### src/rtl/clock_period_meter_if.sv
// Bundle of the measurement signals of clock_period_meter.
//   enable     : 1 = measure, 0 = idle (synchronous to clock_in)
//   sig_in     : measured signal, asynchronous to clock_in
//   period     : last completed period in clock_in cycles
//   high_time  : high time belonging to that period
//   meas_valid : one-cycle pulse when period/high_time update
//   timeout    : level, measured signal has stalled
// master drives enable/sig_in; slave (the meter) drives the results.
interface clock_period_meter_if #(
  parameter int unsigned WIDTH = 28
);
  logic             enable;
  logic             sig_in;
  logic [WIDTH-1:0] period;
  logic [WIDTH-1:0] high_time;
  logic             meas_valid;
  logic             timeout;

  modport master (
    output enable, sig_in,
    input  period, high_time, meas_valid, timeout
  );

  modport slave (
    input  enable, sig_in,
    output period, high_time, meas_valid, timeout
  );
endinterface

### src/rtl/clock_period_meter.sv
// Measures period and high time of sig_in in clock_in cycles.
//   clock_in : system clock, all logic on its rising edge
//   reset_n  : asynchronous active-low reset
//   bus      : clock_period_meter_if slave (enable, sig_in in;
//              period, high_time, meas_valid, timeout out)
// sig_in passes two synchroniser flops plus a history flop; edges are
// detected on the synchronised copy. A report is produced on every
// detected rise after the first one seen since arming.
module clock_period_meter #(
  parameter int unsigned      WIDTH   = 28,
  parameter logic [WIDTH-1:0] TIMEOUT = 28'd50_000_000
) (
  input  logic                 clock_in,
  input  logic                 reset_n,
  clock_period_meter_if.slave  bus
);

  localparam logic [WIDTH-1:0] TO_LAST = TIMEOUT - WIDTH'(1);

  typedef enum logic [1:0] {
    IDLE,
    ARM,
    MEASURE
  } state_t;

  state_t           state_q, state_d;
  logic             s1_q, s1_d;
  logic             s2_q, s2_d;
  logic             s3_q, s3_d;
  logic [WIDTH-1:0] cnt_q, cnt_d;
  logic [WIDTH-1:0] hi_cnt_q, hi_cnt_d;
  logic [WIDTH-1:0] period_q, period_d;
  logic [WIDTH-1:0] high_time_q, high_time_d;
  logic             meas_valid_q, meas_valid_d;
  logic             timeout_q, timeout_d;

  logic             rise;
  logic             fall;
  logic [WIDTH-1:0] cnt_inc;

  always_comb begin
    s1_d = bus.sig_in;
    s2_d = s1_q;
    s3_d = s2_q;

    rise    = s2_q & ~s3_q;
    fall    = ~s2_q & s3_q;
    cnt_inc = cnt_q + WIDTH'(1);

    state_d      = state_q;
    cnt_d        = cnt_q;
    hi_cnt_d     = hi_cnt_q;
    period_d     = period_q;
    high_time_d  = high_time_q;
    meas_valid_d = 1'b0;
    timeout_d    = timeout_q;

    if (!bus.enable) begin
      state_d   = IDLE;
      cnt_d     = '0;
      timeout_d = 1'b0;
    end else begin
      unique case (state_q)
        IDLE: begin
          cnt_d     = '0;
          timeout_d = 1'b0;
          state_d   = ARM;
        end
        ARM: begin
          // First rise only starts the count; a partial period is never reported.
          if (rise) begin
            cnt_d    = '0;
            hi_cnt_d = '0;
            state_d  = MEASURE;
          end
        end
        MEASURE: begin
          if (rise) begin
            period_d     = cnt_inc;
            high_time_d  = hi_cnt_q;
            meas_valid_d = 1'b1;
            timeout_d    = 1'b0;
            cnt_d        = '0;
          end else if (cnt_q == TO_LAST) begin
            timeout_d = 1'b1;
            cnt_d     = '0;
            state_d   = ARM;
          end else begin
            cnt_d = cnt_inc;
            if (fall) begin
              hi_cnt_d = cnt_inc;
            end
          end
        end
        default: state_d = IDLE;
      endcase
    end
  end

  always_ff @(posedge clock_in or negedge reset_n) begin
    if (!reset_n) begin
      state_q      <= IDLE;
      s1_q         <= 1'b0;
      s2_q         <= 1'b0;
      s3_q         <= 1'b0;
      cnt_q        <= '0;
      hi_cnt_q     <= '0;
      period_q     <= '0;
      high_time_q  <= '0;
      meas_valid_q <= 1'b0;
      timeout_q    <= 1'b0;
    end else begin
      state_q      <= state_d;
      s1_q         <= s1_d;
      s2_q         <= s2_d;
      s3_q         <= s3_d;
      cnt_q        <= cnt_d;
      hi_cnt_q     <= hi_cnt_d;
      period_q     <= period_d;
      high_time_q  <= high_time_d;
      meas_valid_q <= meas_valid_d;
      timeout_q    <= timeout_d;
    end
  end

  assign bus.period     = period_q;
  assign bus.high_time  = high_time_q;
  assign bus.meas_valid = meas_valid_q;
  assign bus.timeout    = timeout_q;

endmodule
### src/flat_wrapper.sv
// flat-port wrapper written by rule: the top's interface ports become plain ports
module clock_period_meter_flat 
#(
  parameter int unsigned      WIDTH   = 28,
  parameter logic [WIDTH-1:0] TIMEOUT = 28'd50_000_000
)
  (clock_in, reset_n, bus_enable, bus_sig_in, bus_period, bus_high_time, bus_meas_valid, bus_timeout);
  clock_period_meter_if #(.WIDTH(WIDTH)) bus_i ();
  input  logic clock_in;
  input  logic reset_n;
  input wire logic [$bits(bus_i.enable)-1:0] bus_enable;
  input wire logic [$bits(bus_i.sig_in)-1:0] bus_sig_in;
  output wire logic [$bits(bus_i.period)-1:0] bus_period;
  output wire logic [$bits(bus_i.high_time)-1:0] bus_high_time;
  output wire logic [$bits(bus_i.meas_valid)-1:0] bus_meas_valid;
  output wire logic [$bits(bus_i.timeout)-1:0] bus_timeout;
  assign bus_i.enable = bus_enable;
  assign bus_i.sig_in = bus_sig_in;
  assign bus_period = bus_i.period;
  assign bus_high_time = bus_i.high_time;
  assign bus_meas_valid = bus_i.meas_valid;
  assign bus_timeout = bus_i.timeout;
  clock_period_meter #(.WIDTH(WIDTH), .TIMEOUT(TIMEOUT)) u_core (.clock_in(clock_in), .reset_n(reset_n), .bus(bus_i));
endmodule
### config.mk
export PLATFORM = sky130hd
export DESIGN_NAME = clock_period_meter_flat
export DESIGN_NICKNAME = d
export VERILOG_FILES = /design/src/rtl/clock_period_meter_if.sv /design/src/rtl/clock_period_meter.sv /design/src/flat_wrapper.sv
export SDC_FILE = /design/constraint.sdc
export NUM_CORES = 1
export LEC_CHECK = 0
export CAP_MARGIN = 25
export CORE_ASPECT_RATIO = 1.5
export CORE_MARGIN = 4
export CORE_UTILIZATION = 55
export CTS_BUF_LIST = sky130_fd_sc_hd__clkbuf_4 sky130_fd_sc_hd__clkbuf_8
export CTS_CLUSTER_SIZE = 10
export DETAILED_ROUTE_END_ITERATION = 10
export GPL_ROUTABILITY_DRIVEN = 0
export GPL_TIMING_DRIVEN = 0
export PLACE_DENSITY = 0.77
export SLEW_MARGIN = 30
export SYNTH_ARGS = -nofsm -noshare
export SYNTH_HDL_FRONTEND = slang
export SYNTH_SLANG_ARGS = --single-unit
### constraint.sdc
create_clock -name clock_in -period 2.9 [get_ports clock_in]
set_input_delay 0.58 -clock clock_in [delete_from_list [all_inputs] [get_ports clock_in]]
set_output_delay 0.58 -clock clock_in [all_outputs]
set_load 0.02 [all_outputs]
# After elaboration in Yosys (flattened, before gate mapping)
# Index checks and enable logic that the tools add are counted.
# op_classes
n_addsub	1
n_eq_ne	13
muxes	21
n_bitwise	4
n_reduce_logical	7
# op_table
op	n
28-bit two-way mux	7
28-bit case mux with 3 select lines	1
28-bit case mux with 2 select lines	1
28-bit by 1-bit adder with 28-bit output (second input constant)	1
28-bit by 26-bit == test with 1-bit output (second input constant)	1
2-bit two-way mux	4
1-bit two-way mux	6
3-bit by 2-bit != test with 1-bit output (second input constant)	2
2-bit case mux with 3 select lines	1
3-bit AND reduction	2
6-bit AND reduction	1
2-bit by 1-bit != test with 1-bit output (second input constant)	2
2-bit != test (second input constant)	2
4-bit by 1-bit != test with 1-bit output (second input constant)	1
4-bit by 2-bit != test with 1-bit output (second input constant)	1
2-bit AND reduction	2
3-bit by 1-bit != test with 1-bit output (second input constant)	1
3-bit != test (second input constant)	1
1-bit bitwise AND	2
2-bit by 1-bit == test with 1-bit output (second input constant)	1
2-bit == test (second input constant)	1
2-bit zero test	1
1-bit inverter	2
1-bit case mux with 2 select lines	1
2-bit nonzero test	1
# word_totals
ff_bits	119
input_bits	4
out_inout_bits	58
elab_cells	56

# Depth between registers and ports, before layout
# logic_depth
ltp_word	6
depth_mapped	9
depth_no_buf	7

# Worst setup path before layout
# No wires, ideal clock.
# synth_path
path_type	flip-flop to flip-flop
start	register u_core.cnt_q[0]
end	register u_core.hi_cnt_q[10]
setup_time_ps	78
arrival_time_ps	2148
t_required_ps	2822
slack_ps	674
stages_incl_launch_ff	7
path_buffers	1
period_less_slack_ps	2226
path_cell_list	dfrtp_1 > ha_1 > nand4_2 > or4_1 > o41ai_4 > buf_6 > o2bb2ai_1
# synth_between
elab_chain_cells	5
elab_cells_between_ends	8
classes_between	1 x add/sub; 2 x eq/ne; 4 x mux; 1 x reduce/logical
# synth_lines
element	line_no	source
from (decl)	clock_period_meter.sv:30	logic [WIDTH-1:0] cnt_q, cnt_d;
from (signal assigned)	clock_period_meter.sv:117	cnt_q <= cnt_d;
28-bit by 1-bit adder with 28-bit output	clock_period_meter.sv:48	cnt_inc = cnt_q + WIDTH'(1);
28-bit two-way mux	clock_period_meter.sv:90	if (fall) begin
28-bit two-way mux	clock_period_meter.sv:84	end else if (cnt_q == TO_LAST) begin
28-bit two-way mux	clock_period_meter.sv:78	if (rise) begin
28-bit case mux with 2 select lines	clock_period_meter.sv:63	unique case (state_q)
to (signal assigned)	clock_period_meter.sv:118	hi_cnt_q <= hi_cnt_d;
to (decl)	clock_period_meter.sv:31	logic [WIDTH-1:0] hi_cnt_q, hi_cnt_d;
# Parallel ways exist; a longest one is shown, timed or not. The select of a mux whose other input is x is not followed.
# A chain may end at the register's enable or synchronous reset.

# Final worst setup path
# Same ends and word-level chain as after synthesis.

==> results.yml <==
synthesis:
  ys_ff_latch: 119
  synth_top_area_frac: 0.542
  syn_inst: 557
  synthTopCellsByArea: "dfrtp_1 (54%), nand2_1 (9.2%), o21ai_0 (3.6%), a31oi_1 (3.1%), o2bb2ai_1 (2.9%)"
  syn_area_per_cell_sq_um: 9.86
  synthTopCellsByCount: "nand2_1 (135), dfrtp_1 (119), o21ai_0 (40), a31oi_1 (27), nand3_1 (25)"
  ys_types: 55
  synth-edff-count: 0
  async_flop_share: 1.00
  synthesis.nets: 566
  yosys.area.top_type: "dfrtp_1"
  synth_flop_cell: "dfrtp_1"
  syn-cell-area_sq_um: 5490
  ys.warnings.count: 0
  synth-seq-area-share: 0.542
  synth.most_common_cell: "nand2_1"
timing:
  fin_skew_ns: 0.0140
  hold_violations: 0
  rsz0062_at_grt: "false"
  slew_viol_final: 0
  finalCriticalPeriod_ns: 2.82
  fmax_mhz: 355
  maxSlewHeadroom: 0.522
  setup_viol_count_final: 0
  fin_crit_sh: 0.971
  setup_ws_ns: 0.0829
  worst_slew_pin_slew_ns: 0.715
clocking:
  ctsHoldBuffers: 1
  cts_sinks: 119
  cts-root-buf: "clkbuf_8"
  clock_path_buffers: 2
  cts_tree: "yes"
  cts_buffers: 17
  clock_latency_ns: 0.45
  h-tree-depth: 4
  cts_setup_buffers: 0
  clk_pin_slew_ns: 0.07
  cts-resized-gates: 0
route:
  vias_per_cell: 6.10
  wl_per_cell_um: 18.4
  drt_first_iter_violations: 443
  drt_pre_antenna_iters: 5
  ant_nets: 0
  vias: 4667
  wl_um: 14100
  route.detailed.drc: 0
power:
  p_per_area_nw_per_um2: 584
  power_uw: 3900
  p_leak_uw: 0.00290
  max-vdd-ir-drop_v: 0.000392
grt:
  grt_max_degree: 89
  grt_pass1_wl_um: 23100
  grt_usage: 0.260
  grt_pass1_vias: 4784
  antenna_found_initial: 0
  grt_overflow: 0
floorplanning:
  core-area_sq_um: 9740
  num_rows: 44
  die_w_um: 89.6
  ioPinCount: 62
  die_h_um: 130
  die-area_sq_um: 11700
  initial_utilization: 0.564
critical_path:
  endpoint_kind: "register"
  worst_ep_arrival_time_ns: 3.18
  critPathLaunchType: "register"
  critical_path_class: "register to register"
  crit_fanout: 10
  crit_required_ns: 3.26
layout:
  register_area_sq_um: 2980
  multi_input_area_sq_um: 2300
  nFillCells: 780
  layout-drive-gt1-share: 0.0954
  areaGrowthSynthToFinish_pct: 21.6
  num-nets-final: 647
  antenna_cells: 0
job:
  max_cap_violations: 0
placement:
  pre_cts_slack_ns: 0.182
  io_buffers: 60
  dp_hpwl_um: 9810
min_path:
  hp-class: "register to register"
outcome:
  status: "finished clean"
## per-stage QoR
step | TNS, ns | hold slack (ns) | cells | cell area [sq um] | util
after global placement | -379.55 | 0.335 | 732 | 6240 | 0.640
after floorplan | 0 | 0.284 | 557 | 5490 | -
after global routing | 0 | 0.370 | 765 | 6680 | 0.686
after detailed placement | 0 | 0.339 | 733 | 6270 | 0.644
final | 0 | 0.349 | 765 | 6680 | 0.686
after CTS | 0 | 0.354 | 765 | 6670 | 0.685
## final timing paths
check / from / to / slack (ns) / depth (start not counted)
min reg2reg: u_core.s1_q / u_core.s2_q / 0.35 / 0
max in group asynchronous: reset_n / u_core.s1_q / 1.61 / 3
max reg2reg: u_core.cnt_q[0] / u_core.hi_cnt_q[10] / 0.08 / 6
min in group asynchronous: reset_n / u_core.bus.period[0] / 0.57 / 2
min: u_core.s1_q / u_core.s2_q / 0.35 / 0
max: u_core.cnt_q[0] / u_core.hi_cnt_q[10] / 0.08 / 6
## area by class of cell
type,instances,share of cell area
Clock inverter,9,0.0150
Buffer,39,0.0271
Clock buffer,22,0.0434
Inverter,11,0.00618
Timing Repair Buffer,62,0.0962
Multi-Input combinational cell,388,0.345
Tap cell,115,0.0215
Sequential cell,119,0.446
## power by group
part	total, uW	switching (uW)	internal [uW]
Clock	1490	652	837
Combinational	668	465	203
Sequential	1750	37.9	1710
Total	3900	1150	2750
## cell usage in the layout, fill, tap and decap left out, types with 6 or more instances in the layout
cell	synthesis	layout
nand2_1	135	135
dfrtp_1	119	119
clkdlybuf4s50_1	0	59
o21ai_0	40	40
a31oi_1	27	27
nand3_1	25	25
clkbuf_1	24	24
clkbuf_8	0	20
o2bb2ai_1	18	18
nand4_1	14	14
xnor2_1	14	14
xor2_1	13	13
inv_1	10	10
nor2_1	10	10
buf_2	9	9
nor3_1	10	9
and3_1	8	8
nor4_1	6	6
o211ai_1	6	6
## logic make-up after synthesis
family                   after synthesis  share of synthesized area
AND/OR/NAND/NOR                      238                      0.214
multiplexers                           3                    0.00547
XOR/XNOR                              27                     0.0430
buffers and inverters                 50                     0.0405
adder cells (fa/ha/maj)                5                     0.0114
flip-flops                           119                      0.542
AO/OA/AOI/OAI                        115                      0.143
## flip-flops by register name, indices dropped and copies added (netlist names)
register               flops
u_core.hi_cnt_q           28
u_core.bus.timeout         1
u_core.bus.meas_valid      1
u_core.s1_q                1
u_core.state_q             2
u_core.bus.high_time      28
u_core.s3_q                1
u_core.bus.period         28
u_core.s2_q                1
u_core.cnt_q              28
## metal layers
metal / global-route usage / part of all wire
met1: 0.308 / 0.39
met2: 0.428 / 0.51
met3: 0.0690 / 0.062
met4: 0.135 / 0.039
met5: 0 / 0
## worst max-delay path: stages, from the launching register on
cell and delay, ns:
dfrtp_1 0.48, ha_1 0.33, nand4_2 0.31, or4_1 0.65, o41ai_4 0.62, buf_6 0.23
o2bb2ai_1 0.12
(Power assumes the default switching activity.)
